**src/rtl/ped_signal_ctrl_pkg.sv**
```systemverilog
// Shared definitions for the pedestrian crossing controller.
// Light codes match the ones the upstream vehicle traffic-light FSM drives,
// so both blocks agree on what RED/YELLOW/GREEN mean on the 2-bit bus.
package ped_signal_ctrl_pkg;

  localparam logic [1:0] LIGHT_RED    = 2'd0;
  localparam logic [1:0] LIGHT_YELLOW = 2'd1;
  localparam logic [1:0] LIGHT_GREEN  = 2'd2;
  localparam logic [1:0] LIGHT_BAD    = 2'd3;

  localparam int DEF_WALK_LEN   = 16;
  localparam int DEF_CLEAR_LEN  = 8;
  localparam int DEF_BLINK_HALF = 2;
  localparam int DEF_CNT_W      = 5;

  typedef enum logic [1:0] {
    IDLE  = 2'd0,
    WALK  = 2'd1,
    CLEAR = 2'd2,
    FAULT = 2'd3
  } ped_state_e;

  // A light may hold its value or advance R->Y->G->R. Anything else,
  // including code 3 from any predecessor, is an illegal sequence.
  function automatic logic legal_step(input logic [1:0] prev, input logic [1:0] cur);
    logic ok;
    ok = 1'b0;
    case (prev)
      LIGHT_RED:    ok = (cur == LIGHT_RED)    || (cur == LIGHT_YELLOW);
      LIGHT_YELLOW: ok = (cur == LIGHT_YELLOW) || (cur == LIGHT_GREEN);
      LIGHT_GREEN:  ok = (cur == LIGHT_GREEN)  || (cur == LIGHT_RED);
      default:      ok = 1'b0;
    endcase
    return ok;
  endfunction

endpackage

```
**src/rtl/ped_signal_ctrl_light_seq_checker.sv**
```systemverilog
// light_seq_checker: watches the vehicle light code.
// Ports:
//   clk, rstn     - clock, asynchronous active-low reset
//   light_i       - vehicle light code this cycle
//   red_entry_o   - light is RED now and was not RED last cycle
//   illegal_o     - this cycle's light is not a legal successor of the last
// prev_light resets to RED, so the RED interval in progress at reset release
// never produces a red_entry strobe.
module light_seq_checker
  import ped_signal_ctrl_pkg::*;
(
  input  logic       clk,
  input  logic       rstn,
  input  logic [1:0] light_i,
  output logic       red_entry_o,
  output logic       illegal_o
);

  logic [1:0] prev_light_q;

  always_ff @(posedge clk or negedge rstn) begin
    if (!rstn) begin
      prev_light_q <= LIGHT_RED;
    end else begin
      prev_light_q <= light_i;
    end
  end

  assign red_entry_o = (light_i == LIGHT_RED) && (prev_light_q != LIGHT_RED);
  assign illegal_o   = !legal_step(prev_light_q, light_i);

endmodule

```
**src/rtl/ped_signal_ctrl.sv**
```systemverilog
// ped_signal_ctrl: pedestrian crossing controller downstream of the vehicle
// traffic-light FSM. Serves a latched push-button request with a steady WALK
// phase followed by a flashing CLEAR phase, both inside the vehicle RED.
// Ports:
//   clk, rstn   - clock, asynchronous active-low reset
//   light       - vehicle light code (0 RED, 1 YELLOW, 2 GREEN, 3 illegal)
//   ped_req     - push-button level
//   walk        - WALK lamp
//   dont_walk   - DONT_WALK lamp (flashes during CLEAR)
//   wait_lamp   - request pending
//   ped_ack     - one-cycle pulse when a request is latched
//   countdown   - cycles remaining in the crossing, 0 otherwise
//   abort       - one-cycle pulse when a crossing is cut short
//   fault       - sticky illegal light sequence flag
//   state_dbg   - current controller state (ped_state_e encoding)
// Request handshake: ped_req is a level sampled each cycle; in IDLE or CLEAR
// with nothing pending it is latched and ped_ack pulses on the next cycle.
// While a request is pending (or during WALK / FAULT) ped_req is ignored.
// All lamp/status outputs are registers loaded from the next-state decode.
module ped_signal_ctrl
  import ped_signal_ctrl_pkg::*;
#(
  parameter int WALK_LEN   = DEF_WALK_LEN,
  parameter int CLEAR_LEN  = DEF_CLEAR_LEN,
  parameter int BLINK_HALF = DEF_BLINK_HALF,
  parameter int CNT_W      = DEF_CNT_W
) (
  input  logic             clk,
  input  logic             rstn,
  input  logic [1:0]       light,
  input  logic             ped_req,
  output logic             walk,
  output logic             dont_walk,
  output logic             wait_lamp,
  output logic             ped_ack,
  output logic [CNT_W-1:0] countdown,
  output logic             abort,
  output logic             fault,
  output logic [1:0]       state_dbg
);

  localparam int BLK_W = $clog2(2 * BLINK_HALF);
  localparam logic [CNT_W-1:0] CNT_LOAD     = CNT_W'(WALK_LEN + CLEAR_LEN - 1);
  localparam logic [CNT_W-1:0] CNT_TO_CLEAR = CNT_W'(CLEAR_LEN);
  localparam logic [BLK_W-1:0] BLK_LAST     = BLK_W'(2 * BLINK_HALF - 1);
  localparam logic [BLK_W-1:0] BLK_HALF     = BLK_W'(BLINK_HALF);

  logic red_entry;
  logic illegal;

  light_seq_checker u_checker (
    .clk         (clk),
    .rstn        (rstn),
    .light_i     (light),
    .red_entry_o (red_entry),
    .illegal_o   (illegal)
  );

  ped_state_e       state_q, state_d;
  logic [CNT_W-1:0] cnt_q, cnt_d;
  logic [BLK_W-1:0] blink_q, blink_d;
  logic             pending_q, pending_d;
  logic             walk_q, walk_d;
  logic             dont_walk_q, dont_walk_d;
  logic             ped_ack_q, ped_ack_d;
  logic [CNT_W-1:0] countdown_q, countdown_d;
  logic             abort_q, abort_d;
  logic             fault_q, fault_d;
  logic             latch;

  always_ff @(posedge clk or negedge rstn) begin
    if (!rstn) begin
      state_q     <= IDLE;
      cnt_q       <= '0;
      blink_q     <= '0;
      pending_q   <= 1'b0;
      walk_q      <= 1'b0;
      dont_walk_q <= 1'b1;
      ped_ack_q   <= 1'b0;
      countdown_q <= '0;
      abort_q     <= 1'b0;
      fault_q     <= 1'b0;
    end else begin
      state_q     <= state_d;
      cnt_q       <= cnt_d;
      blink_q     <= blink_d;
      pending_q   <= pending_d;
      walk_q      <= walk_d;
      dont_walk_q <= dont_walk_d;
      ped_ack_q   <= ped_ack_d;
      countdown_q <= countdown_d;
      abort_q     <= abort_d;
      fault_q     <= fault_d;
    end
  end

  always_comb begin
    state_d     = state_q;
    cnt_d       = cnt_q;
    blink_d     = blink_q;
    pending_d   = pending_q;
    walk_d      = 1'b0;
    dont_walk_d = 1'b1;
    ped_ack_d   = 1'b0;
    countdown_d = '0;
    abort_d     = 1'b0;
    fault_d     = fault_q;

    latch = ped_req && !pending_q && ((state_q == IDLE) || (state_q == CLEAR));
    if (latch) begin
      pending_d = 1'b1;
      ped_ack_d = 1'b1;
    end

    case (state_q)
      IDLE: begin
        // A request latched on the RED-entry cycle itself is not yet in
        // pending_q, so it waits for the next RED entry.
        if (red_entry && pending_q) begin
          state_d   = WALK;
          pending_d = 1'b0;
          cnt_d     = CNT_LOAD;
        end
      end
      WALK: begin
        if (light != LIGHT_RED) begin
          state_d = IDLE;
          cnt_d   = '0;
          abort_d = 1'b1;
        end else begin
          cnt_d = cnt_q - 1'b1;
          if (cnt_q == CNT_TO_CLEAR) begin
            state_d = CLEAR;
            blink_d = '0;
          end
        end
      end
      CLEAR: begin
        if (light != LIGHT_RED) begin
          state_d = IDLE;
          cnt_d   = '0;
          abort_d = 1'b1;
        end else if (cnt_q == '0) begin
          state_d = IDLE;
        end else begin
          cnt_d   = cnt_q - 1'b1;
          blink_d = (blink_q == BLK_LAST) ? '0 : blink_q + 1'b1;
        end
      end
      FAULT: begin
        state_d = FAULT;
      end
      default: begin
        state_d = FAULT;
      end
    endcase

    // Fault wins over everything and is only left through rstn.
    if (illegal || (state_q == FAULT)) begin
      state_d   = FAULT;
      pending_d = 1'b0;
      ped_ack_d = 1'b0;
      abort_d   = 1'b0;
      cnt_d     = '0;
      fault_d   = 1'b1;
    end

    case (state_d)
      WALK: begin
        walk_d      = 1'b1;
        dont_walk_d = 1'b0;
        countdown_d = cnt_d;
      end
      CLEAR: begin
        dont_walk_d = (blink_d < BLK_HALF);
        countdown_d = cnt_d;
      end
      default: begin
        walk_d      = 1'b0;
        dont_walk_d = 1'b1;
        countdown_d = '0;
      end
    endcase
  end

  assign walk      = walk_q;
  assign dont_walk = dont_walk_q;
  assign wait_lamp = pending_q;
  assign ped_ack   = ped_ack_q;
  assign countdown = countdown_q;
  assign abort     = abort_q;
  assign fault     = fault_q;
  assign state_dbg = state_q;

endmodule

```
**config.mk**
```make
export PLATFORM = sky130hd
export DESIGN_NAME = ped_signal_ctrl
export DESIGN_NICKNAME = d
export VERILOG_FILES = /design/src/rtl/ped_signal_ctrl_pkg.sv /design/src/rtl/ped_signal_ctrl_light_seq_checker.sv /design/src/rtl/ped_signal_ctrl.sv
export SDC_FILE = /design/constraint.sdc
export NUM_CORES = 1
export LEC_CHECK = 0
export BUFFER_PORTS_ARGS = -buffer_cell sky130_fd_sc_hd__buf_2
export CAP_MARGIN = 10
export CORE_MARGIN = 2
export CORE_UTILIZATION = 25
export DETAILED_ROUTE_END_ITERATION = 6
export MAX_ROUTING_LAYER = met4
export PLACE_DENSITY = 0.48
export SYNTH_ARGS = -nofsm -noshare
export SYNTH_HDL_FRONTEND = slang
export SYNTH_SLANG_ARGS = --single-unit
```
**constraint.sdc**
```tcl
create_clock -name clk -period 6.45 [get_ports clk]
set_clock_uncertainty 0.1 [all_clocks]
set_input_delay 0.645 -clock clk [delete_from_list [all_inputs] [get_ports clk]]
set_output_delay 0.645 -clock clk [all_outputs]
set_load 0.005 [all_outputs]
```
==> run metrics <==
status complete, no violations; first-pass GRT wire length 5.06 mm; grt peak-use layer met2; core area 0.00504 mm2; IO Port Bufs 17; Crit Path Max Fanout 8; RSZ-0062 raised after global routing false; average wire per cell in the routed design 13.6 um; met2 GRT Util 0.174; met3 Track Usage GR 0.0320; max frequency 369 MHz; clk_lat worst skew 0.27 ns; data required time at the worst endpoint 6.52 ns; pre-CTS setup slack 3.70 ns; largest family of logic cells by synthesized area simple AND/OR/NAND/NOR gates; Rows 26; total track usage 0.111; Initial Util 0.257; gr ovfl total 0; Pwr Density 182 mW/mm2; clk sink count 22; CTS resizes 0; Final Hold Vio Count 0; worst vdd ir 0.0000678 V; Vias/cell 4.64; final hold slack 0.241 ns; width of the die 76.0 um; period utilization 0.420; Finished Cell Area 0.00153 mm2; Max H-tree Level 1; Post-Synth Adder-Cell Area 0.116; placed cell areas 0.00146 mm2; Post-Synth Simple-Gate Area 0.245; Die Y 76.0 um; relative slew slack 0.623; crit path kind flip-flop to flip-flop; max capacitance violation total 0; Worst Tran Pin Value 0.564 ns; CP startpoint kind flip-flop; 1st-pass router iterations 4; CTS buffer count 3; flop2flop setup slack 3.74 ns; setup TNS 0 ns; number of global-route vias before repair 1050; Mean Syn Cell Area 10.7 um2; CTS tree yes; Detail Route Antenna Nets 0; drt first-iter violations 37; Tmin final 2.71 ns; endpoint type of the worst setup path flip-flop; CP arrival 2.78 ns; mux cell area share after synthesis 0.00773; Synth Area in Compound Gates 0.167; Final Core Density 0.303; DPL Wire Length 2.18 mm; Seq/Total Area, Yosys 0.426; Synth Register Bits 22; number of cells after detailed placement 206; Yosys Warn Count 0; Synth Area in XOR/XNOR 0; leakage power 0.665 nW; cell count after synthesis 121; Synth Net Count 138; post-synthesis cell type count 45; Clock Path Buffers 2; RR Startpoint state_dbg[0]; max-slew violations 0; largest net degree at the start of global routing 23; Hold Crit Class primary input to asynchronous set/reset pin; synthesized cell area 0.00129 mm2; die area 0.00577 mm2; Hold Buf Count CTS 0; proportion of layout cells with a drive suffix above 1 0.271; Worst Reg-to-Reg Cells 8; P&R area growth vs syn 18.0%; # DRC 0; post-CTS setup repair buffer count 0; Antenna Cells 0; met1 GRT Util 0.146; Post-Layout Cell Count 210; Clk Tree Root Cell clkbuf_8; clock slew at reported path FFs 0.09 ns; Layout Nets 158; RePlAce Congestion 0.804; total wire length 2.86 mm; slack of the critical path 3.74 ns; final setup vio count 0; DR vias 975; Tot Pwr 278 uW; Ports 18; reg2reg end countdown[3]; initial antenna violation count 0
-- area by class of cell --
| type | count | area [um2] |
|---|---|---|
| repair buffers | 17 | 85.1 |
| inverters | 10 | 37.5 |
| flip-flops and latches | 22 | 552 |
| fillers | 534 | 3510 |
| clock inverters | 1 | 30.0 |
| clock buffers | 3 | 41.3 |
| well taps | 70 | 87.6 |
| multi-input cells | 87 | 694 |
-- state kept, by name, summed over array words and instances (netlist names) --
register	flops
cnt_q	5
u_checker.prev_light_q	2
ped_ack	1
dont_walk	1
state_dbg	2
blink_q	2
walk	1
countdown	5
wait_lamp	1
fault	1
abort	1
-- worst max-delay path, stage by stage, from the launching register on --
cell	delay, ns
dfrtp_1	0.43
inv_1	0.10
ha_1	0.33
or3b_4	0.45
o21a_4	0.23
nor3_2	0.23
or3_1	0.15
ha_1	0.29
nor4_2	0.30
-- layer usage --
metal / vias to the layer above / share of wire
met5: - / 0
met4: 0 / 0.0053
met3: 2 / 0.032
met2: 14 / 0.46
met1: 475 / 0.50
li1: 484 / -
-- layout by cell type (no fill, tap or decap), types with 4 or more instances in the layout --
cell / instances
dfrtp_1: 21
buf_2: 17
ha_1: 12
inv_1: 10
nand2_1: 7
nor3_1: 6
a21oi_1: 6
nor2_1: 5
o21ai_0: 4
nor2b_1: 4
-- cells in the mapped netlist, drive strengths merged --
library cell	number	area (um2)
nor2	5	18.8
and3	2	12.5
a32o	1	10.0
o211ai	1	7.51
or3	3	18.8
nor2b	4	25.0
dfstp	1	26.3
nor3b	3	27.5
buf	1	7.51
nand3	1	5.00
or2	1	6.26
ha	12	150
a21boi	1	7.51
dfrtp	21	526
clkbuf	1	3.75
nor3	8	50.1
or3b	2	20.0
a31o	1	8.76
o21a	1	15.0
o221a	1	20.0
nand2b	1	6.26
a211oi	1	7.51
and4bb	1	12.5
a32oi	1	8.76
a311oi	2	17.5
inv	10	37.5
o21ai	5	28.8
a31oi	3	18.8
nor4b	3	47.5
and4b	1	10.0
a21oi	6	30.0
a2bb2oi	1	8.76
a22o	1	10.0
nor4	3	25.0
o221ai	2	17.5
mux2i	1	10.0
nand2	8	32.5
-- worst max-delay path by stage --
stage | cells past startpoint | endpoint | from | slack [ns]
2_1_floorplan | 8 | countdown[0] | state_dbg[0] | 4.01
3_3_place_gp | 8 | countdown[0] | state_dbg[0] | 3.72
3_5_place_dp | 6 | countdown[3] | light[1] | 3.70
4_1_cts | 8 | countdown[0] | state_dbg[0] | 3.71
5_1_grt | 8 | countdown[0] | state_dbg[0] | 3.48
6_report | 8 | countdown[3] | state_dbg[0] | 3.74
-- kinds of logic after synthesis --
kind of cell,after synthesis
simple gates,46
buf+inv,12
flops,22
mux,1
compound gates,28
fa+ha+maj,12
-- power breakdown --
group / internal (mW) / switching (mW)
logic: 0.00292 / 0.00672
registers: 0.139 / 0.000832
clock network: 0.0829 / 0.0454
total: 0.225 / 0.0530
Note: power is estimated with default switching activity, not from simulation.
